[config.mk]
export PLATFORM = sky130hd
export DESIGN_NAME = subtractor_n_seq
export DESIGN_NICKNAME = d
export VERILOG_FILES = /design/src/rtl/subtractor_n_seq.sv
export SDC_FILE = /design/constraint.sdc
export NUM_CORES = 1
export LEC_CHECK = 0
export ABC_AREA = 1
export ABC_CLOCK_PERIOD_IN_PS = 7300
export CORE_UTILIZATION = 45
export DETAILED_ROUTE_END_ITERATION = 10
export PLACE_DENSITY = 0.77
export SLEW_MARGIN = 20
export SYNTH_ARGS = -nofsm -noshare
export SYNTH_HDL_FRONTEND = slang
export SYNTH_SLANG_ARGS = --single-unit
[constraint.sdc]
create_clock -name clk -period 7.3 [get_ports clk]
set_input_delay 1.825 -clock clk [delete_from_list [all_inputs] [get_ports clk]]
set_output_delay 1.825 -clock clk [all_outputs]
set_load 0.01 [all_outputs]
[src/rtl/subtractor_n_seq.sv]
// Multi-cycle N-bit subtractor (diff = a - b - b_in), CHUNK bits per BUSY cycle, valid/ready on both sides.
// Optional signed flags (ovf, neg) are built only when SUB_SIGNED_FLAGS_EN is defined.
module subtractor_n_seq #(
    parameter int N     = 32,
    parameter int CHUNK = 8
) (
    input  logic         clk,
    input  logic         rst,
    input  logic         i_valid,
    output logic         i_ready,
    input  logic [N-1:0] a,
    input  logic [N-1:0] b,
    input  logic         b_in,
    output logic         o_valid,
    input  logic         o_ready,
    output logic [N-1:0] diff,
    output logic         b_out
`ifdef SUB_SIGNED_FLAGS_EN
    ,
    output logic         ovf,
    output logic         neg
`endif
);

    localparam int NCH = N / CHUNK;
    localparam int CW  = (NCH > 1) ? $clog2(NCH) : 1;

    typedef enum logic [1:0] {
        IDLE,
        BUSY,
        DONE
    } state_t;

    state_t           state, state_nx;
    logic [N-1:0]     a_r, b_r;
    logic             brw;
    logic [CW-1:0]    cnt;

    logic [CHUNK-1:0] d_k;
    logic             brw_nx;
    logic [N-1:0]     diff_nx;
    logic             last;

    always_ff @(posedge clk) begin
        if (rst) state <= IDLE;
        else     state <= state_nx;
    end

    always_comb begin
        state_nx = state;
        i_ready  = 1'b0;
        o_valid  = 1'b0;
        {brw_nx, d_k} = {1'b0, a_r[cnt*CHUNK +: CHUNK]}
                      - {1'b0, b_r[cnt*CHUNK +: CHUNK]}
                      - {{CHUNK{1'b0}}, brw};
        // Full next diff is needed so the flags see the final top chunk at the DONE transition.
        diff_nx = diff;
        diff_nx[cnt*CHUNK +: CHUNK] = d_k;
        last = (cnt == CW'(NCH - 1));
        case (state)
            IDLE: begin
                i_ready = 1'b1;
                if (i_valid) state_nx = BUSY;
            end
            BUSY: begin
                if (last) state_nx = DONE;
            end
            DONE: begin
                o_valid = 1'b1;
                if (o_ready) state_nx = IDLE;
            end
            default: state_nx = IDLE;
        endcase
    end

    always_ff @(posedge clk) begin
        if (rst) begin
            a_r   <= '0;
            b_r   <= '0;
            brw   <= 1'b0;
            cnt   <= '0;
            diff  <= '0;
            b_out <= 1'b0;
`ifdef SUB_SIGNED_FLAGS_EN
            ovf   <= 1'b0;
            neg   <= 1'b0;
`endif
        end else begin
            case (state)
                IDLE: begin
                    if (i_valid) begin
                        a_r <= a;
                        b_r <= b;
                        brw <= b_in;
                        cnt <= '0;
                    end
                end
                BUSY: begin
                    diff <= diff_nx;
                    brw  <= brw_nx;
                    cnt  <= cnt + CW'(1);
                    if (last) begin
                        b_out <= brw_nx;
`ifdef SUB_SIGNED_FLAGS_EN
                        ovf   <= (a_r[N-1] != b_r[N-1]) && (diff_nx[N-1] != a_r[N-1]);
                        neg   <= diff_nx[N-1];
`endif
                    end
                end
                default: ;
            endcase
        end
    end

endmodule
* Word-level counts from Yosys, hierarchy flattened
Cells that the tools add are included.
Word-level totals: output and inout bits 35, register bits 102, bits of input ports 69, logic and storage cells 38
Cells by class: multiplexer cells 11, add/sub/neg operators 4, equal/unequal tests 6, shifts and indexed selects 4, reductions and logical operators 6
Operator list (number):
- 32-bit by 6-bit variable part select with 8-bit output | 2
- 5-bit negation with 34-bit output | 1
- 8-bit by 34-bit variable shift with 32-bit output, first input constant | 1
- 8-bit by 34-bit variable part select with 32-bit output | 1
- 32-bit bitwise mux | 1
- 8-bit by 8-bit subtractor with 9-bit output | 1
- 9-bit by 1-bit subtractor with 9-bit output | 1
- 2-bit 2-to-1 mux | 4
- 2-bit inequality test, second input constant | 3
- 2-bit case mux with 3 select lines | 1
- 2-bit AND reduction | 3
- 2-bit equality test, second input constant | 2
- 2-bit case mux with 2 select lines | 1
- 1-bit 2-to-1 mux | 3
- 3-bit AND reduction | 1
- 2-bit by 1-bit adder with 2-bit output, second input constant | 1
- 2-bit by 1-bit equality test with 1-bit output, second input constant | 1
- 2-bit zero test | 1
- 1-bit case mux with 2 select lines | 1
- 2-bit nonzero test | 1

* Logic depth before layout (Yosys ltp)
word-level depth 5, mapped depth 19, depth with buffers taken out 17

* Worst setup path before layout
OpenSTA, ideal clock, no wires.
path kind reg2reg, from register cnt[0], to register diff[12], library setup time 71 ps, stages on the path, launching flop included 14, slack 4282 ps, data required time 7229 ps, buffers on the path 2, clock period less this slack 3018 ps, arrival time 2947 ps, cell sequence dfxtp_1 > inv_1 > buf_2 > buf_1 > nand2_1 > a32o_1 > fa_1 > fa_1 > o21ai_0 > nand2_1 > xnor2_1 > nor3_1 > nand2_1 > a21oi_1
Between the ends: word-level cells in the longest chain between the ends 5, elaborated cells between the ends (all ways) 8, classes of those cells 3 x add/sub; 4 x shift; 1 x mux
Ends and longest elaborated chain:
- start: declaration | RTL line 37 | logic [CW-1:0] cnt;
- start signal: assignment | RTL line 101 | cnt <= cnt + CW'(1);
- 32-bit by 6-bit variable part select with 8-bit output, on equally long branches | RTL line 53, 54
- 8-bit by 8-bit subtractor with 9-bit output | RTL line 54 | - {1'b0, b_r[cnt*CHUNK +: CHUNK]}
- 9-bit by 1-bit subtractor with 9-bit output | RTL line 55 | - {{CHUNK{1'b0}}, brw};
- 8-bit by 34-bit variable part select with 32-bit output | RTL line 58 | diff_nx[cnt*CHUNK +: CHUNK] = d_k;
- 32-bit bitwise mux * | RTL line 58
- end signal: assignment | RTL line 99 | diff <= diff_nx;
- end: declaration | RTL line 16 | output logic [N-1:0] diff,
Mark *: on every way between the ends. The rest lies on a longest branch, timed or not. A chain may end at the register's enable or synchronous reset.

* Worst setup path in the final report
from register cnt[1], to register diff[28]
The elaborated chain is that of the path after synthesis.

==> implementation parameters <==
Parameter                              Value

Die
  Initial Utilization ... 47.1%
  Die X ... between 100 and 150 µm
  Std-Cell Core Area ... ~10000 µm²
  Standard-cell rows ... 36
  Die outline area ... 10800 µm²
  Die H ... 104 µm
  Ports ... between 100 and 150

GRT
  Initial antenna violation count ... 0
  Total track usage ... 22.4%
  Overflow left after global routing ... 0
  Wire length of the first global-routing pass ... between 15 and 20 mm
  Number of global-route vias before repair ... 4189
  Pin count of the biggest net entering global routing ... 71

Setup path
  Kind of start point of the critical path ... flop
  Worst Setup End Kind ... flop
  Arrival @ worst endpoint ... about 4.2 ns
  Required time of the critical path ... 7.60 ns
  Critical path class ... flop to flop
  Largest fanout of any net on the critical path ... 28
  Reg2Reg Depth ... 10

Yosys
  Count of yosys warnings during synthesis ... 0
  Cells taking the most area after synthesis ... sky130_fd_sc_hd__dfxtp_1, sky130_fd_sc_hd__nor2_1, sky130_fd_sc_hd__o21ai_0, sky130_fd_sc_hd__nand2_1, sky130_fd_sc_hd__ha_1
  Nets in the synthesized netlist ... approximately 730
  Area share of the leading cell type in the synthesized netlist ... approximately 44%
  Netlist area before placement ... between 4000 and 5000 µm²
  Main flop type after synthesis ... sky130_fd_sc_hd__dfxtp_1
  Flip-flop and latch count after synthesis ... about 100
  Syn Inst Count ... 643
  Fraction of the yosys area taken by sequential cells ... 43.7%
  Most area-hungry cell type in the Yosys netlist ... sky130_fd_sc_hd__dfxtp_1
  Count of flip-flops with a built-in enable after synthesis ... 0
  Mapped Avg Cell Area ... between 7 and 8 µm²
  Async set or reset register ratio after synthesis ... 0%
  Synth cell types ... 35

Timing
  Max-slew violation count ... 0
  Accumulated negative setup slack ... 0 ns
  Period utilisation layout ... 53.6%
  Final Critical Period ... 3.91 ns
  Final clock skew ... 0.0186 ns
  Setup repair after global routing missed its margin ... no
  Setup-violating endpoint count in the final report ... 0
  Worst slew pin tran ... between 0.8 and 0.9 ns
  Highest clock frequency the design can meet ... roughly 260 MHz
  Worst slew margin ... about 45%
  Post-route setup slack ... 3.39 ns
  Final Hold Violating Endpoints ... 0

Cells and area
  Area growth, synth to finish ... 28.0%
  Final-layout fill cell count ... 944
  Total inserted antenna cells ... 0
  NumNets Final ... 816
  Register area ... 2040 µm²
  Layout cell share with drive strength beyond 1 ... under 10%
  Most frequent cells in the layout ... sky130_fd_sc_hd__nor2_1, sky130_fd_sc_hd__clkdlybuf4s50_1, sky130_fd_sc_hd__nand2_1, sky130_fd_sc_hd__dfxtp_1, sky130_fd_sc_hd__o21ai_0
  Combined area of the multi-input logic cells ... ~2300 µm²
  Leading cell type in the layout, fill and taps excluded ... sky130_fd_sc_hd__nor2_1

CTS
  Setup Fix Bufs, Post-CTS ... 0
  CTS sink count ... between 100 and 150
  Clock-pin slew reported for the worst setup and hold paths after clock tree synthesis ... roughly 0.11 ns
  Total of cells resized after clock tree synthesis ... 0
  Clock insertion delay at the later pin of the skew report ... about 0.37 ns
  H-Tree Depth ... 3
  Clock tree root driver cell ... sky130_fd_sc_hd__clkbuf_8
  Total CTS buffers ... 9
  CTS hold repair buffers ... 0
  CTS tree ... built
  Maximum clock path buffer count ... 2

Pwr
  Net switching fraction of the power ... 33.5%
  Worst IR drop on VDD ... roughly 0.12 mV
  Leakage Power ... around 2.4 nW
  Post-route total power ... approximately 1.4 mW
  Combinational Power Share ... just under 30%
  Proportion of power drawn by the clock network ... between 20% and 30%
  Internal ... 0.934 mW
  Sequential group share of total power ... between 40% and 50%
  Power density over the cells ... around 230 nW/µm²
  Net switching power ... about 0.47 mW

Routing
  Routed WL per cell ... approximately 14 µm
  Number of vias after detailed routing ... between 4000 and 5000
  Antenna violation net count after detailed routing ... 0
  Drt first pass iters ... 5
  Number of violations reported at the end of detailed-routing iteration 0 ... 265
  Number of remaining DRC errors ... 0
  Vias per inst ... roughly 5.1
  WL final ... 11.7 mm

Hold path
  Type of the most critical hold path ... flop to flop
  Cell depth of the worst min-delay path ... 2

Placement
  Detail Placement HPWL ... 8.58 mm
  Count of buffers inserted at the top-level ports ... ~100
  Routability Congestion ... 0.846
  Worst slack at placement ... 3.47 ns

Outcome
  Status ... complete, no violations

Job
  Max-cap viol count ... 0
-- logic make-up after synthesis --
| group | Yosys count | synth area share, % |
|---|---|---|
| xor+xnor | 5 | 1.10 |
| simple gates | 291 | 25.3 |
| buf+inv | 74 | 6.22 |
| compound gates | 151 | 18.0 |
| flops | 102 | 43.7 |
| fa+ha+maj | 20 | 5.68 |
-- cells in the mapped netlist (3+ instances only) --
library cell	n
sky130_fd_sc_hd__nand3_1	16
sky130_fd_sc_hd__nor2_1	155
sky130_fd_sc_hd__clkbuf_1	30
sky130_fd_sc_hd__ha_1	18
sky130_fd_sc_hd__a21o_1	3
sky130_fd_sc_hd__o21ai_0	80
sky130_fd_sc_hd__nand4_1	4
sky130_fd_sc_hd__nand2_1	102
sky130_fd_sc_hd__a22oi_1	4
sky130_fd_sc_hd__a21oi_1	43
sky130_fd_sc_hd__dfxtp_1	102
sky130_fd_sc_hd__inv_1	36
sky130_fd_sc_hd__buf_2	4
sky130_fd_sc_hd__nand2_2	4
sky130_fd_sc_hd__o22ai_1	7
sky130_fd_sc_hd__a32o_1	8
sky130_fd_sc_hd__nor3_1	3
-- final timing paths --
kind	from	end	slack [ns]
setup / recovery	cnt[1]	diff[28]	3.39
hold / removal	diff[11]	diff[11]	0.47
setup reg to reg	cnt[1]	diff[28]	3.39
hold reg to reg	diff[11]	diff[11]	0.47
-- registers in the layout, indices dropped and copies added (netlist names) --
| register | count |
|---|---|
| b_out | 1 |
| b_r | 32 |
| diff | 32 |
| brw | 1 |
| state | 2 |
| a_r | 32 |
| cnt | 2 |
-- metal layers --
metal	routed length (µm)	track usage (%)	vias up
li1	-	-	2263
met1	5440	30.4	2008
met2	5540	37.2	151
met3	597	3.26	14
met4	151	6.12	0
met5	0	0	-
-- power groups by stage --
stage / Clock, mW / Combinational, mW / Sequential, mW
CTS: 0.381 / 0.409 / 0.617
global placement: 0 / 0.394 / 0.628
floorplan: 0 / 0.278 / 0.626
finish: 0.376 / 0.411 / 0.617
global route: 0.405 / 0.466 / 0.622
detailed placement: 0 / 0.405 / 0.630
-- layout make-up --
class,instances,area share (%)
timing repair buffer,109,18.0
multi-input combinational,467,39.1
tap,133,2.78
sequential,102,34.2
inverter,38,2.39
clock inverter,6,1.26
clock buffer,10,2.30
-- stage by stage --
| stage | cells | hold WS, ns | utilization, % | cell area (µm²) |
|---|---|---|---|---|
| final | 865 | 0.473 | 60.3 | 5980 |
| after global routing | 865 | 0.491 | 60.3 | 5980 |
| after CTS | 865 | 0.472 | 60.3 | 5980 |
| after detailed placement | 849 | 0.459 | 58.2 | 5760 |
| after global placement | 849 | 0.454 | 58.2 | 5760 |
| after floorplan | 643 | 0.444 | - | 4670 |
-- worst max-delay path, cell delays in order (launching register included) --
cell and delay, ns:
sky130_fd_sc_hd__dfxtp_1 0.67, sky130_fd_sc_hd__clkinv_1 0.82, sky130_fd_sc_hd__a32o_1 0.56, sky130_fd_sc_hd__fa_1 0.45
sky130_fd_sc_hd__fa_1 0.46, sky130_fd_sc_hd__o21ai_0 0.18, sky130_fd_sc_hd__nand2_1 0.12, sky130_fd_sc_hd__xnor2_1 0.16
sky130_fd_sc_hd__nor3_1 0.20, sky130_fd_sc_hd__nand2_1 0.08, sky130_fd_sc_hd__a21oi_1 0.13
(Power assumes the default switching activity.)
